## config.mk

```make
export PLATFORM = sky130hd
export DESIGN_NAME = dlbf_data_run_ctrl_flat
export DESIGN_NICKNAME = d
export VERILOG_FILES = /design/src/rtl/dlbf_data_ctrl_pkg.sv /design/src/rtl/dlbf_data_run_ctrl_if.sv /design/src/rtl/dlbf_data_cycle_timer.sv /design/src/rtl/dlbf_data_run_ctrl.sv /design/src/flat_wrapper.sv
export SDC_FILE = /design/constraint.sdc
export NUM_CORES = 1
export LEC_CHECK = 0
export ABC_AREA = 0
export CORE_MARGIN = 2
export CORE_UTILIZATION = 41
export CTS_BUF_LIST = sky130_fd_sc_hd__clkbuf_4 sky130_fd_sc_hd__clkbuf_8
export DETAILED_ROUTE_END_ITERATION = 10
export PLACE_DENSITY = 0.73
export SETUP_SLACK_MARGIN = 0.3
export SYNTH_ARGS = -nofsm -noshare
export SYNTH_HDL_FRONTEND = slang
export SYNTH_SLANG_ARGS = --single-unit
```

## constraint.sdc

```tcl
create_clock -name m_axis_clk -period 5.19 [get_ports m_axis_clk]
set_clock_uncertainty 0.2 [all_clocks]
set_input_delay 1.038 -clock m_axis_clk [delete_from_list [all_inputs] [get_ports m_axis_clk]]
set_output_delay 1.038 -clock m_axis_clk [all_outputs]
set_load 0.005 [all_outputs]
```

## src/rtl/dlbf_data_ctrl_pkg.sv

```systemverilog
// Shared widths, state encoding and config check for the DLBF data-channel run sequencer.
package dlbf_data_ctrl_pkg;

  localparam int CFG_BS_W    = 12;
  localparam int CFG_NITER_W = 12;
  localparam int CFG_ADDR_W  = 16;
  localparam int CFG_REP_W   = 8;
  localparam int TMR_W       = 8;

  typedef enum logic [2:0] {
    ST_IDLE  = 3'd0,
    ST_FLUSH = 3'd1,
    ST_ARM   = 3'd2,
    ST_RUN   = 3'd3,
    ST_END   = 3'd4,
    ST_ABORT = 3'd5
  } run_state_t;

  // A run needs a nonzero block length, a nonzero wrap point and at least one channel.
  function automatic logic cfg_ok(input logic [CFG_BS_W-1:0]   bs,
                                  input logic [CFG_ADDR_W-1:0] addr,
                                  input logic                  en_any);
    return (bs != '0) && (addr != '0) && en_any;
  endfunction

endpackage

```

## src/rtl/dlbf_data_run_ctrl_if.sv

```systemverilog
// Control bus between the run sequencer (master) and the bank of data channels (slave).
interface dlbf_data_run_ctrl_if #(
  parameter int NUM_CH = 4
);
  import dlbf_data_ctrl_pkg::*;

  logic [NUM_CH-1:0]      ch_go;
  logic [NUM_CH-1:0]      ch_rst;
  logic [NUM_CH-1:0]      ch_done;
  logic [CFG_BS_W-1:0]    block_size;
  logic [CFG_NITER_W-1:0] niter;
  logic [CFG_ADDR_W-1:0]  rollover_addr;

  modport master (
    output ch_go, ch_rst, block_size, niter, rollover_addr,
    input  ch_done
  );

  modport slave (
    input  ch_go, ch_rst, block_size, niter, rollover_addr,
    output ch_done
  );

endinterface

```

## src/rtl/dlbf_data_cycle_timer.sv

```systemverilog
// Loadable down-counter with a zero flag; times the flush, settle and abort waits.
module dlbf_data_cycle_timer #(
  parameter int W = 8
) (
  input  logic         clk,
  input  logic         rst,
  input  logic         load,
  input  logic [W-1:0] load_val,
  output logic         zero
);

  logic [W-1:0] cnt_q;

  always_ff @(posedge clk or posedge rst) begin
    if (rst) begin
      cnt_q <= '0;
    end else if (load) begin
      cnt_q <= load_val;
    end else if (cnt_q != '0) begin
      cnt_q <= cnt_q - 1'b1;
    end
  end

  assign zero = (cnt_q == '0);

endmodule

```

## src/rtl/dlbf_data_run_ctrl.sv

```systemverilog
// Run sequencer for the DLBF data channels: latches a run config, flushes, arms and runs
// the enabled channels, collects their done flags and repeats runs until the sequence ends.
module dlbf_data_run_ctrl
  import dlbf_data_ctrl_pkg::*;
#(
  parameter int NUM_CH        = 4,
  parameter int RST_CYCLES    = 8,
  parameter int SETTLE_CYCLES = 4,
  parameter int TIMEOUT_W     = 24
) (
  input  logic                   m_axis_clk,
  input  logic                   m_axis_rst,
  input  logic                   start,
  input  logic                   abort,
  input  logic [CFG_BS_W-1:0]    cfg_block_size,
  input  logic [CFG_NITER_W-1:0] cfg_niter,
  input  logic [CFG_ADDR_W-1:0]  cfg_rollover_addr,
  input  logic [NUM_CH-1:0]      cfg_ch_en,
  input  logic [CFG_REP_W-1:0]   cfg_repeat,
  input  logic [TIMEOUT_W-1:0]   cfg_timeout,
  dlbf_data_run_ctrl_if.master   ch,
  output logic                   busy,
  output logic                   run_done,
  output logic                   seq_done,
  output logic [CFG_REP_W-1:0]   run_count,
  output logic                   err_cfg,
  output logic                   err_timeout
);

  run_state_t state_q, state_nxt;

  logic [NUM_CH-1:0]      en_q;
  logic [NUM_CH-1:0]      done_sticky_q;
  logic [CFG_BS_W-1:0]    block_size_q;
  logic [CFG_NITER_W-1:0] niter_q;
  logic [CFG_ADDR_W-1:0]  rollover_q;
  logic [CFG_REP_W-1:0]   rep_q;
  logic [TIMEOUT_W-1:0]   timeout_q;
  logic [TIMEOUT_W-1:0]   wd_q;
  logic [TIMEOUT_W-1:0]   wd_inc;
  logic [CFG_REP_W-1:0]   run_count_q;
  logic                   err_cfg_q;
  logic                   err_timeout_q;

  logic [NUM_CH-1:0] ch_go_q, ch_go_nxt;
  logic [NUM_CH-1:0] ch_rst_q, ch_rst_nxt;
  logic              busy_q, busy_nxt;
  logic              run_done_q, run_done_nxt;
  logic              seq_done_q, seq_done_nxt;

  logic              start_ok;
  logic              start_bad;
  logic              free_run;
  logic              all_done;
  logic              wd_fire;
  logic              seq_last;
  logic              tmr_load;
  logic [TMR_W-1:0]  tmr_val;
  logic              tmr_zero;

  assign free_run = (niter_q == '0);
  assign all_done = &(done_sticky_q | ~en_q);
  assign wd_inc   = (&wd_q) ? wd_q : wd_q + 1'b1;
  assign wd_fire  = (state_q == ST_RUN) && !abort && !free_run &&
                    (timeout_q != '0) && (wd_inc == timeout_q);
  assign seq_last = (rep_q != '0) && ((run_count_q + 8'd1) == rep_q);

  dlbf_data_cycle_timer #(
    .W (TMR_W)
  ) u_timer (
    .clk      (m_axis_clk),
    .rst      (m_axis_rst),
    .load     (tmr_load),
    .load_val (tmr_val),
    .zero     (tmr_zero)
  );

  always_ff @(posedge m_axis_clk or posedge m_axis_rst) begin
    if (m_axis_rst) begin
      state_q    <= ST_IDLE;
      ch_go_q    <= '0;
      ch_rst_q   <= '1;
      busy_q     <= 1'b0;
      run_done_q <= 1'b0;
      seq_done_q <= 1'b0;
    end else begin
      state_q    <= state_nxt;
      ch_go_q    <= ch_go_nxt;
      ch_rst_q   <= ch_rst_nxt;
      busy_q     <= busy_nxt;
      run_done_q <= run_done_nxt;
      seq_done_q <= seq_done_nxt;
    end
  end

  // Abort outranks every other exit; outputs are derived from the next state so they register with it.
  always_comb begin
    state_nxt    = state_q;
    start_ok     = 1'b0;
    start_bad    = 1'b0;
    tmr_load     = 1'b0;
    tmr_val      = TMR_W'(RST_CYCLES - 1);
    ch_go_nxt    = '0;
    ch_rst_nxt   = '1;
    run_done_nxt = 1'b0;
    seq_done_nxt = 1'b0;

    case (state_q)
      ST_IDLE: begin
        if (start) begin
          if (cfg_ok(cfg_block_size, cfg_rollover_addr, |cfg_ch_en)) begin
            start_ok  = 1'b1;
            state_nxt = ST_FLUSH;
          end else begin
            start_bad = 1'b1;
          end
        end
      end
      ST_FLUSH: begin
        if (abort)         state_nxt = ST_ABORT;
        else if (tmr_zero) state_nxt = ST_ARM;
      end
      ST_ARM: begin
        if (abort)         state_nxt = ST_ABORT;
        else if (tmr_zero) state_nxt = ST_RUN;
      end
      ST_RUN: begin
        if (abort || wd_fire)           state_nxt = ST_ABORT;
        else if (!free_run && all_done) state_nxt = ST_END;
      end
      ST_END: begin
        if (abort)           state_nxt = ST_ABORT;
        else if (seq_done_q) state_nxt = ST_IDLE;
        else                 state_nxt = ST_FLUSH;
      end
      ST_ABORT: begin
        if (tmr_zero) state_nxt = ST_IDLE;
      end
      default: state_nxt = ST_IDLE;
    endcase

    if ((state_nxt != state_q) &&
        ((state_nxt == ST_FLUSH) || (state_nxt == ST_ARM) || (state_nxt == ST_ABORT))) begin
      tmr_load = 1'b1;
      if (state_nxt == ST_ARM) tmr_val = TMR_W'(SETTLE_CYCLES - 1);
    end

    busy_nxt = (state_nxt != ST_IDLE);
    case (state_nxt)
      ST_ARM: ch_rst_nxt = ~en_q;
      ST_RUN: begin
        ch_go_nxt  = en_q;
        ch_rst_nxt = ~en_q;
      end
      ST_END: begin
        ch_rst_nxt   = ~en_q;
        run_done_nxt = 1'b1;
        seq_done_nxt = seq_last;
      end
      default: ;
    endcase
  end

  // Config, run counter, error flags, done collection and the RUN watchdog.
  always_ff @(posedge m_axis_clk or posedge m_axis_rst) begin
    if (m_axis_rst) begin
      en_q          <= '0;
      block_size_q  <= '0;
      niter_q       <= '0;
      rollover_q    <= '0;
      rep_q         <= '0;
      timeout_q     <= '0;
      run_count_q   <= '0;
      err_cfg_q     <= 1'b0;
      err_timeout_q <= 1'b0;
      done_sticky_q <= '0;
      wd_q          <= '0;
    end else begin
      if (start_ok) begin
        en_q          <= cfg_ch_en;
        block_size_q  <= cfg_block_size;
        niter_q       <= cfg_niter;
        rollover_q    <= cfg_rollover_addr;
        rep_q         <= cfg_repeat;
        timeout_q     <= cfg_timeout;
        run_count_q   <= '0;
        err_cfg_q     <= 1'b0;
        err_timeout_q <= 1'b0;
      end
      if (start_bad) err_cfg_q <= 1'b1;
      if (wd_fire)   err_timeout_q <= 1'b1;
      if (state_nxt == ST_END) run_count_q <= run_count_q + 1'b1;

      if (state_q == ST_RUN) begin
        done_sticky_q <= done_sticky_q | (ch.ch_done & en_q);
        wd_q          <= wd_inc;
      end else begin
        done_sticky_q <= '0;
        wd_q          <= '0;
      end
    end
  end

  assign ch.ch_go         = ch_go_q;
  assign ch.ch_rst        = ch_rst_q;
  assign ch.block_size    = block_size_q;
  assign ch.niter         = niter_q;
  assign ch.rollover_addr = rollover_q;

  assign busy        = busy_q;
  assign run_done    = run_done_q;
  assign seq_done    = seq_done_q;
  assign run_count   = run_count_q;
  assign err_cfg     = err_cfg_q;
  assign err_timeout = err_timeout_q;

endmodule
```

## src/flat_wrapper.sv

```systemverilog
// flat-port wrapper written by rule: the top's interface ports become plain ports
module dlbf_data_run_ctrl_flat import dlbf_data_ctrl_pkg::*;
#(
  parameter int NUM_CH        = 4,
  parameter int RST_CYCLES    = 8,
  parameter int SETTLE_CYCLES = 4,
  parameter int TIMEOUT_W     = 24
)
  (m_axis_clk, m_axis_rst, start, abort, cfg_block_size, cfg_niter, cfg_rollover_addr, cfg_ch_en, cfg_repeat, cfg_timeout, busy, run_done, seq_done, run_count, err_cfg, err_timeout, ch_ch_go, ch_ch_rst, ch_block_size, ch_niter, ch_rollover_addr, ch_ch_done);
  dlbf_data_run_ctrl_if #(.NUM_CH(NUM_CH)) ch_i ();
  input  logic m_axis_clk;
  input  logic m_axis_rst;
  input  logic start;
  input  logic abort;
  input  logic [CFG_BS_W-1:0] cfg_block_size;
  input  logic [CFG_NITER_W-1:0] cfg_niter;
  input  logic [CFG_ADDR_W-1:0] cfg_rollover_addr;
  input  logic [NUM_CH-1:0] cfg_ch_en;
  input  logic [CFG_REP_W-1:0] cfg_repeat;
  input  logic [TIMEOUT_W-1:0] cfg_timeout;
  output logic busy;
  output logic run_done;
  output logic seq_done;
  output logic [CFG_REP_W-1:0] run_count;
  output logic err_cfg;
  output logic err_timeout;
  output wire logic [$bits(ch_i.ch_go)-1:0] ch_ch_go;
  output wire logic [$bits(ch_i.ch_rst)-1:0] ch_ch_rst;
  output wire logic [$bits(ch_i.block_size)-1:0] ch_block_size;
  output wire logic [$bits(ch_i.niter)-1:0] ch_niter;
  output wire logic [$bits(ch_i.rollover_addr)-1:0] ch_rollover_addr;
  input wire logic [$bits(ch_i.ch_done)-1:0] ch_ch_done;
  assign ch_ch_go = ch_i.ch_go;
  assign ch_ch_rst = ch_i.ch_rst;
  assign ch_block_size = ch_i.block_size;
  assign ch_niter = ch_i.niter;
  assign ch_rollover_addr = ch_i.rollover_addr;
  assign ch_i.ch_done = ch_ch_done;
  dlbf_data_run_ctrl #(.NUM_CH(NUM_CH), .RST_CYCLES(RST_CYCLES), .SETTLE_CYCLES(SETTLE_CYCLES), .TIMEOUT_W(TIMEOUT_W)) u_core (.m_axis_clk(m_axis_clk), .m_axis_rst(m_axis_rst), .start(start), .abort(abort), .cfg_block_size(cfg_block_size), .cfg_niter(cfg_niter), .cfg_rollover_addr(cfg_rollover_addr), .cfg_ch_en(cfg_ch_en), .cfg_repeat(cfg_repeat), .cfg_timeout(cfg_timeout), .ch(ch_i), .busy(busy), .run_done(run_done), .seq_done(seq_done), .run_count(run_count), .err_cfg(err_cfg), .err_timeout(err_timeout));
endmodule
```

# Word level (Yosys, flattened, before mapping)
# Index checks and enable logic that the tools add are counted.
# op_classes
addsub	3
n_eq_ne	13
mux	35
bitwise	4
n_reduce_logical	31
# op_table
cell	n
$mux 24	2
$mux 8	5
$mux 3	11
$add 24x1->24 const B	1
$eq 24x24->1	1
$reduce_and 24->1	1
$reduce_bool 24->1	1
$pmux 3 s6	1
$reduce_bool 16->1	1
$reduce_bool 8->1	2
$mux 1	13
$eq 3x2->1 const B	4
$eq 3x3->1 const B	4
$logic_not 12->1	1
$mux 4	3
$reduce_bool 12->1	1
$logic_and 1x1->1	9
$add 8x1->8 const B	1
$eq 8x8->1	1
$logic_not 8->1	1
$or 4x4->4	2
$reduce_bool 2->1	4
$sub 8x1->8 const B	1
$eq 3x1->1 const B	2
other kinds (10)	13
# word_totals
regBits	136
in_bits	84
out_inout_bits	61
elab_cells	104

# Logic depth before layout (Yosys ltp)
# Gate-level depths: netlist of the first run.
# depth
depth_word	14
ltp_mapped	13
ltp_nobuf	11

# Hierarchy
# A second synthesis of the first run with hierarchy kept.
# hier_totals
hier_cells	697
area_unflattened_um2	7350.8
# by_module_without_submodules
module	n_inst	cells_each	area_per_inst_um2	seq_area_each_um2
dlbf_data_run_ctrl	1	641	6854.1	3208.1
dlbf_data_cycle_timer	1	56	496.7	200.2

# Worst setup path after synthesis of the first run
# OpenSTA, ideal clock, no wires.
# synth_timing
path_kind	reg2reg
startpoint	reg u_core.wd_q[1]
endpoint	reg u_core.run_count_q[1] (netlist: u_core.run_count[1])
setup_ps	79
t_arrival_ps	3204
t_required_ps	4911
setup_slack_ps	1707
path_stages_with_launch	12
n_path_buf	1
synth_period_minus_slack_ps	3483
path_cell_list	dfrtp_1 -> ha_1 -> nand3_1 -> nor3_1 -> a2111oi_1 -> xor3_1 -> a311oi_1 -> inv_1 -> or4_1 -> buf_6 -> nand2_4 -> mux2i_1
# synth_via
elab_chain_len	9
word_cells_on_any_way	11
cone_classes	add/sub (1); eq/ne (2); mux (4); reduce/logical (4)
# synth_rtl
item	line_no	source
start: declaration	dlbf_data_run_ctrl.sv:39	logic [TIMEOUT_W-1:0] wd_q;
start signal: assignment	dlbf_data_run_ctrl.sv:196	wd_q <= wd_inc;
$add 24x1->24 or $reduce_and 24->1 (tied branches)	dlbf_data_run_ctrl.sv:63	assign wd_inc = (&wd_q) ? wd_q : wd_q + 1'b1;
$mux 24 *	dlbf_data_run_ctrl.sv:63	
$eq 24x24->1 *	dlbf_data_run_ctrl.sv:65	(timeout_q != '0) && (wd_inc == timeout_q);
$logic_and 1x1->1 *	dlbf_data_run_ctrl.sv:65	
$logic_or 1x1->1 *	dlbf_data_run_ctrl.sv:128	if (abort || wd_fire) state_nxt = ST_ABORT;
$mux 3 *	dlbf_data_run_ctrl.sv:128	
$pmux 3 s6 *	dlbf_data_run_ctrl.sv:108	case (state_q)
$eq 3x3->1 *	dlbf_data_run_ctrl.sv:192	if (state_nxt == ST_END) run_count_q <= run_count_q + 1'b1;
$mux 8 or $reduce_bool 2->1 (tied branches)	-	
end signal: assignment	dlbf_data_run_ctrl.sv:192	
end: declaration	dlbf_data_run_ctrl.sv:41	logic [CFG_REP_W-1:0] run_count_q;
# Mark *: on every way between the ends. The rest lies on a longest branch, timed or not.
# A chain may end at the register's enable or synchronous reset.

# Final worst setup path of the first run
# layout_timing
startpoint	reg u_core.wd_q[4]
endpoint	reg u_core.run_count_q[7] (netlist: u_core.run_count[7])
# The elaborated chain is that of the path after synthesis.

==> flow_metrics.tcl, run 1 <==
set metrics [dict create \
    async_flop_share 1.00 \
    cts_hold_buffers 0 \
    holdWs_ps 286 \
    clock-sinks 136 \
    busiest_layer "met2" \
    dr.pass1.iters 5 \
    antenna_found_initial 0 \
    initial_utilization 0.419 \
    slew_viol_final 0 \
    cap_viol_max_count 0 \
    layout_common_cells "clkdlybuf4s50_1, dfrtp_1, mux2_2" \
    synth.largest_area_cell "dfrtp_1" \
    ys_seq_area_frac 0.472 \
    layout-drive-gt1-share 0.174 \
    fmax_ghz 0.232 \
    fin_crit_sh 0.831 \
    cts_setup_buffers 0 \
    clk_latency_ps 440 \
    finalNetCount 902 \
    synth_cells 675 \
    grt_pass1_wl_um 31600 \
    crit_end "u_core.run_count[7]" \
    setup_viol 0 \
    grt.overflow.total 0 \
    synth_fp_nets 763 \
    grt_setup_unrepaired "false" \
    clockRootBuffer "clkbuf_8" \
    path_delay_family "simple AND/OR/NAND/NOR gates" \
    path_clk_slew_ps 70 \
    timing.reg2reg.worst_path_depth 9 \
    synth_warnings 0 \
    final_cells 1052 \
    rr_endpoint "u_core.run_count[7]" \
    diodes 0 \
    drcViolationCount 0 \
    r2r-start "u_core.wd_q[4]" \
    synth.distinct_cells 74 \
    cts_made_buffers 17 \
    cp_max_fo 10 \
    cp-end-kind "flop" \
    arrival_ps 4470 \
    portBuffers 144 \
    avgSynthCellArea_um2 10.7 \
    path_depth 9 \
    status "finished clean" \
    grt_util_all_layers 0.220 \
    hold_viol 0 \
    finalCriticalPeriod_ps 4310 \
    post-place-ws_ps 717 \
    synth_edf_count 0 \
    cp_data_required_time_ps 5350 \
    num_vias 6030 \
    synth_top_cell_area_share 0.457 \
    ys_top_cells_by_area "dfrtp_1, mux2_2, xnor2_1" \
    ctsHtreeMaxLevel 4 \
    p_total_uw 4120 \
    leakage_uw 0.00367 \
    rows 48 \
    drt_iter0_drc 577 \
    hp-class "flop to flop" \
    area_delta_synth_final_pct 28.1 \
    dp_cells 1020 \
    r2r_slack_ps 880 \
    fillers 1519 \
    synth_seq_cells 136 \
    grtUsageMet3 0.0685 \
    dp_hpwl_um 14800 \
    synthFlopType "dfrtp_1" \
    crit_buf_inv 1 \
    clock_path_buffers 2 \
    use_met1 0.297 \
    path_class "flop to flop" \
    gp_congestion 0.992 \
    dieHeight_um 137 \
    cpPeakStageDelay_ps 730 \
    vias_per_cell 5.73 \
    ant_nets 0 \
    core_area_mm2 0.0172 \
    finalWirelength_um 19800 \
    grt_start_max_net_pins 95 \
    wl_per_cell_um 18.8 \
    die_w_um 137 \
    peakVddDrop_mv 0.331 \
    cts_tree "yes" \
    crit_start "u_core.wd_q[4]" \
    start_kind "flop" \
    p_per_area_mw_per_mm2 446 \
    num_io_pins 145 \
    cp_cell_sequence "and3_1 -> nand4_2 -> a2111oi_1 -> xor3_1 -> a311oi_1 -> inv_1 -> or4_1 -> nand2_4 -> mux2i_1" \
    globalRouteMet2Util 0.323 \
    layout_commonest_cell "clkdlybuf4s50_1" \
    crit_slowest_cell "or4_1" \
    fin_ws_ps 879 \
    tightest_slew_ps 1030 \
    syn_area_mm2 0.00722 \
    ctsResizeCount 0 \
    finalSetupTns_ps 0 \
    die_area_mm2 0.0187 \
    slew_headroom 0.316 \
    grt_pass1_vias 6016 \
]
metrics by stage:
stage,util,instance area [um^2]
global placement,0.514,8860
finish,0.537,9260
global route,0.537,9260
floorplan,-,7220
CTS,0.537,9260
detailed placement,0.514,8860
synth_stat cells, types with 8 or more instances:
library cell,instances
a21oi_1,21
and2_1,8
buf_2,9
clkbuf_1,18
dfrtp_1,132
inv_1,25
mux2_2,76
mux2i_1,11
nand2_1,39
nand2b_1,9
nand3_1,21
nand4_1,13
nor2_1,44
nor3_1,20
nor4_1,32
o21ai_0,15
or4_1,12
xnor2_1,26
xor2_1,13
cell type report:
type,count,area [um^2],area share
multi-input cells,480,3550,0.384
flip-flops and latches,136,3410,0.368
repair buffers,154,1520,0.164
well taps,225,282,0.0304
clock buffers,19,249,0.0269
clock inverters,13,146,0.0158
inverters,25,98.8,0.0107
flip-flops by register name (all words and copies together), names as in the netlist:
register	flops
u_core.u_timer.cnt_q	8
u_core.wd_q	24
u_core.ch.block_size	12
u_core.timeout_q	24
u_core.state_q	3
u_core.run_done	1
u_core.en_q	4
u_core.err_cfg	1
u_core.done_sticky_q	4
u_core.rep_q	8
u_core.err_timeout	1
u_core.ch.ch_rst	4
u_core.ch.ch_go	4
u_core.run_count	8
u_core.ch.rollover_addr	16
u_core.busy	1
u_core.ch.niter	12
u_core.seq_done	1
worst min-delay path by stage:
stage | startpoint | end | slack [ps] | cells past startpoint
after CTS | u_core.en_q[0] | u_core.ch.ch_rst[0] | 290 | 1
after detailed placement | u_core.err_timeout | u_core.err_timeout | 270 | 2
after floorplan | u_core.en_q[0] | u_core.ch.ch_rst[0] | 220 | 1
final | u_core.en_q[0] | u_core.ch.ch_rst[0] | 290 | 1
after global routing | u_core.en_q[0] | u_core.ch.ch_rst[0] | 320 | 1
after global placement | u_core.en_q[0] | u_core.ch.ch_rst[0] | 260 | 1
layer usage:
metal | vias up | part of all wire | wire length [um]
met5 | - | 0 | 0
met4 | 0 | 0.037 | 739
met3 | 52 | 0.092 | 1820
met2 | 291 | 0.45 | 8870
met1 | 2897 | 0.42 | 8370
li1 | 2790 | - | -
power by group:
group          switching [uW]  total, uW  leakage, uW  internal, uW
sequential                385       1790      0.00173          1410
combinational             564       1450      0.00176           890
clock                     432        875     0.000192           443
total                    1380       4120      0.00367          2740
cells by family after synthesis:
kind of cell	synth area share
mux	0.134
simple gates	0.200
buf+inv	0.0362
xor+xnor	0.0537
flops	0.472
compound gates	0.0980
fa+ha+maj	0.00693
(Power assumes the default switching activity.)
==> run 2, diff against run 1 <==
Clock period 5.19 ns to 4.1 ns, I/O delays scaled along.
==> run 2 against run 1 <==
Net effect:
- largest power group unchanged
- critical path depth is 1 higher
- final cell count is 1.4% higher
- critical endpoint is now u_core.run_count[4]
- power is 27% higher
- count of clock-buffer cells in the layout is 1 lower
- non-clock buffer count is 15 higher
- wire length is 0.11% lower
- flip-flop and latch count stayed put
- critical path type unchanged
- register-to-register slack worse by 390 ps
==> flow_metrics.tcl, run 2 (synthesis gave the netlist of run 1 again) <==
set metrics [dict create \
    status "finished clean" \
    p_total_uw 5240 \
    cts_setup_buffers 0 \
    grt_pass1_vias 6063 \
    cts_tree "yes" \
    drcViolationCount 0 \
    die_area_mm2 0.0187 \
    cpPeakStageDelay_ps 490 \
    tightest_slew_ps 848 \
    core_area_mm2 0.0172 \
    arrival_ps 3780 \
    start_kind "flop" \
    clock_path_buffers 2 \
    wl_per_cell_um 18.5 \
    leakage_uw 0.00377 \
    dieHeight_um 137 \
    die_w_um 137 \
    grt.overflow.total 0 \
    fmax_ghz 0.277 \
    layout_commonest_cell "clkdlybuf4s50_1" \
    peakVddDrop_mv 0.341 \
    cap_viol_max_count 0 \
    drt_iter0_drc 454 \
    rows 48 \
    cp_cell_sequence "and3_1 -> nand4_2 -> a2111oi_1 -> buf_4 -> xor3_1 -> a311oi_2 -> inv_1 -> nor4_2 -> o21ai_1 -> o221ai_1" \
    dp_hpwl_um 14800 \
    layout-drive-gt1-share 0.203 \
    p_per_area_mw_per_mm2 555 \
    dpl_cell_area_mm2 0.00901 \
    rr_endpoint "u_core.run_count[4]" \
    grt_pass1_wl_um 32100 \
    dr.pass1.iters 6 \
    slew_headroom 0.433 \
    hold_viol 0 \
    final_area_mm2 0.00944 \
    area_delta_synth_final_pct 30.7 \
    antenna_found_initial 0 \
    timing.reg2reg.worst_path_depth 10 \
    clock-sinks 136 \
    cp-end-kind "flop" \
    finalNetCount 917 \
    clockRootBuffer "clkbuf_8" \
    clk_latency_ps 470 \
    slew_viol_final 0 \
    cp_max_fo 8 \
    initial_utilization 0.419 \
    gp_congestion 1.03 \
    portBuffers 144 \
    ant_nets 0 \
    cp_data_required_time_ps 4270 \
    r2r-start "u_core.wd_q[11]" \
    layout_common_cells "clkdlybuf4s50_1, dfrtp_1, mux2_2" \
    finalSetupTns_ps 0 \
    num_vias 6137 \
    crit_end "u_core.run_count[4]" \
    use_met1 0.300 \
    globalRouteMet2Util 0.331 \
    grtUsageMet3 0.0700 \
    cts_hold_buffers 0 \
    fin_crit_sh 0.880 \
    vias_per_cell 5.75 \
    diodes 0 \
    crit_start "u_core.wd_q[11]" \
    grt_start_max_net_pins 64 \
    utilization 0.548 \
    path_class "flop to flop" \
    finalCriticalPeriod_ps 3610 \
    grt_setup_unrepaired "false" \
    grt_util_all_layers 0.223 \
    finalWirelength_um 19800 \
    crit_slowest_cell "dfrtp_1" \
    ctsHtreeMaxLevel 4 \
    hp-class "flop to flop" \
    cts_made_buffers 17 \
    setup_viol 0 \
    num_io_pins 145 \
    busiest_layer "met2" \
    r2r_slack_ps 490 \
    path_clk_slew_ps 90 \
]
run 2: critical path: cells and delay by family (launching register included):
| family | cells | cell delay (ps) |
|---|---|---|
| AO/OA/AOI/OAI | 4 | 1200 |
| XOR/XNOR | 1 | 270 |
| buffers and inverters | 2 | 310 |
| flip-flops | 1 | 490 |
| AND/OR/NAND/NOR | 3 | 1050 |
run 2: through the flow:
step | worst slack [ps] | hold WS [ps] | cells
after floorplan | 617 | 222 | 675
after global placement | 283 | 274 | 1035
after detailed placement | 179 | 281 | 1035
after CTS | 378 | 288 | 1067
after global routing | 291 | 312 | 1067
final | 493 | 292 | 1067
run 2: power breakdown:
group	switching (uW)	internal, uW
Sequential	478	1780
Combinational	704	1140
Clock	618	515
run 2: timing repair:
| action | in CTS | in global routing |
|---|---|---|
| cloned | 0 | 0 |
| setup endpoints to repair | 10 | 24 |
| gates resized for setup | 2 | 12 |
| pin swaps | 0 | 0 |
run 2: worst min-delay path by stage:
stage	from	endpoint	slack, ps	cells past startpoint
floorplan	u_core.en_q[0]	u_core.ch.ch_rst[0]	220	1
detailed placement	u_core.en_q[1]	u_core.ch.ch_rst[1]	280	1
CTS	u_core.en_q[0]	u_core.ch.ch_rst[0]	290	1
global placement	u_core.err_timeout	u_core.err_timeout	270	2
global route	u_core.en_q[1]	u_core.ch.ch_rst[1]	310	1
finish	u_core.en_q[1]	u_core.ch.ch_rst[1]	290	1
run 2: area by class of cell:
class                           count  area (um^2)
Inverter                           25         97.6
Tap cell                          225          282
Sequential cell                   136         3410
Clock buffer                       18          241
Fill cell                        1515         7800
Clock inverter                     14          155
Multi-Input combinational cell    480         3580
Timing Repair Buffer              169         1670
run 2: layer usage:
metal	part of all wire	vias up
met5	0	-
met4	0.036	0
met3	0.098	65
met2	0.44	307
met1	0.43	2940
li1	-	2825
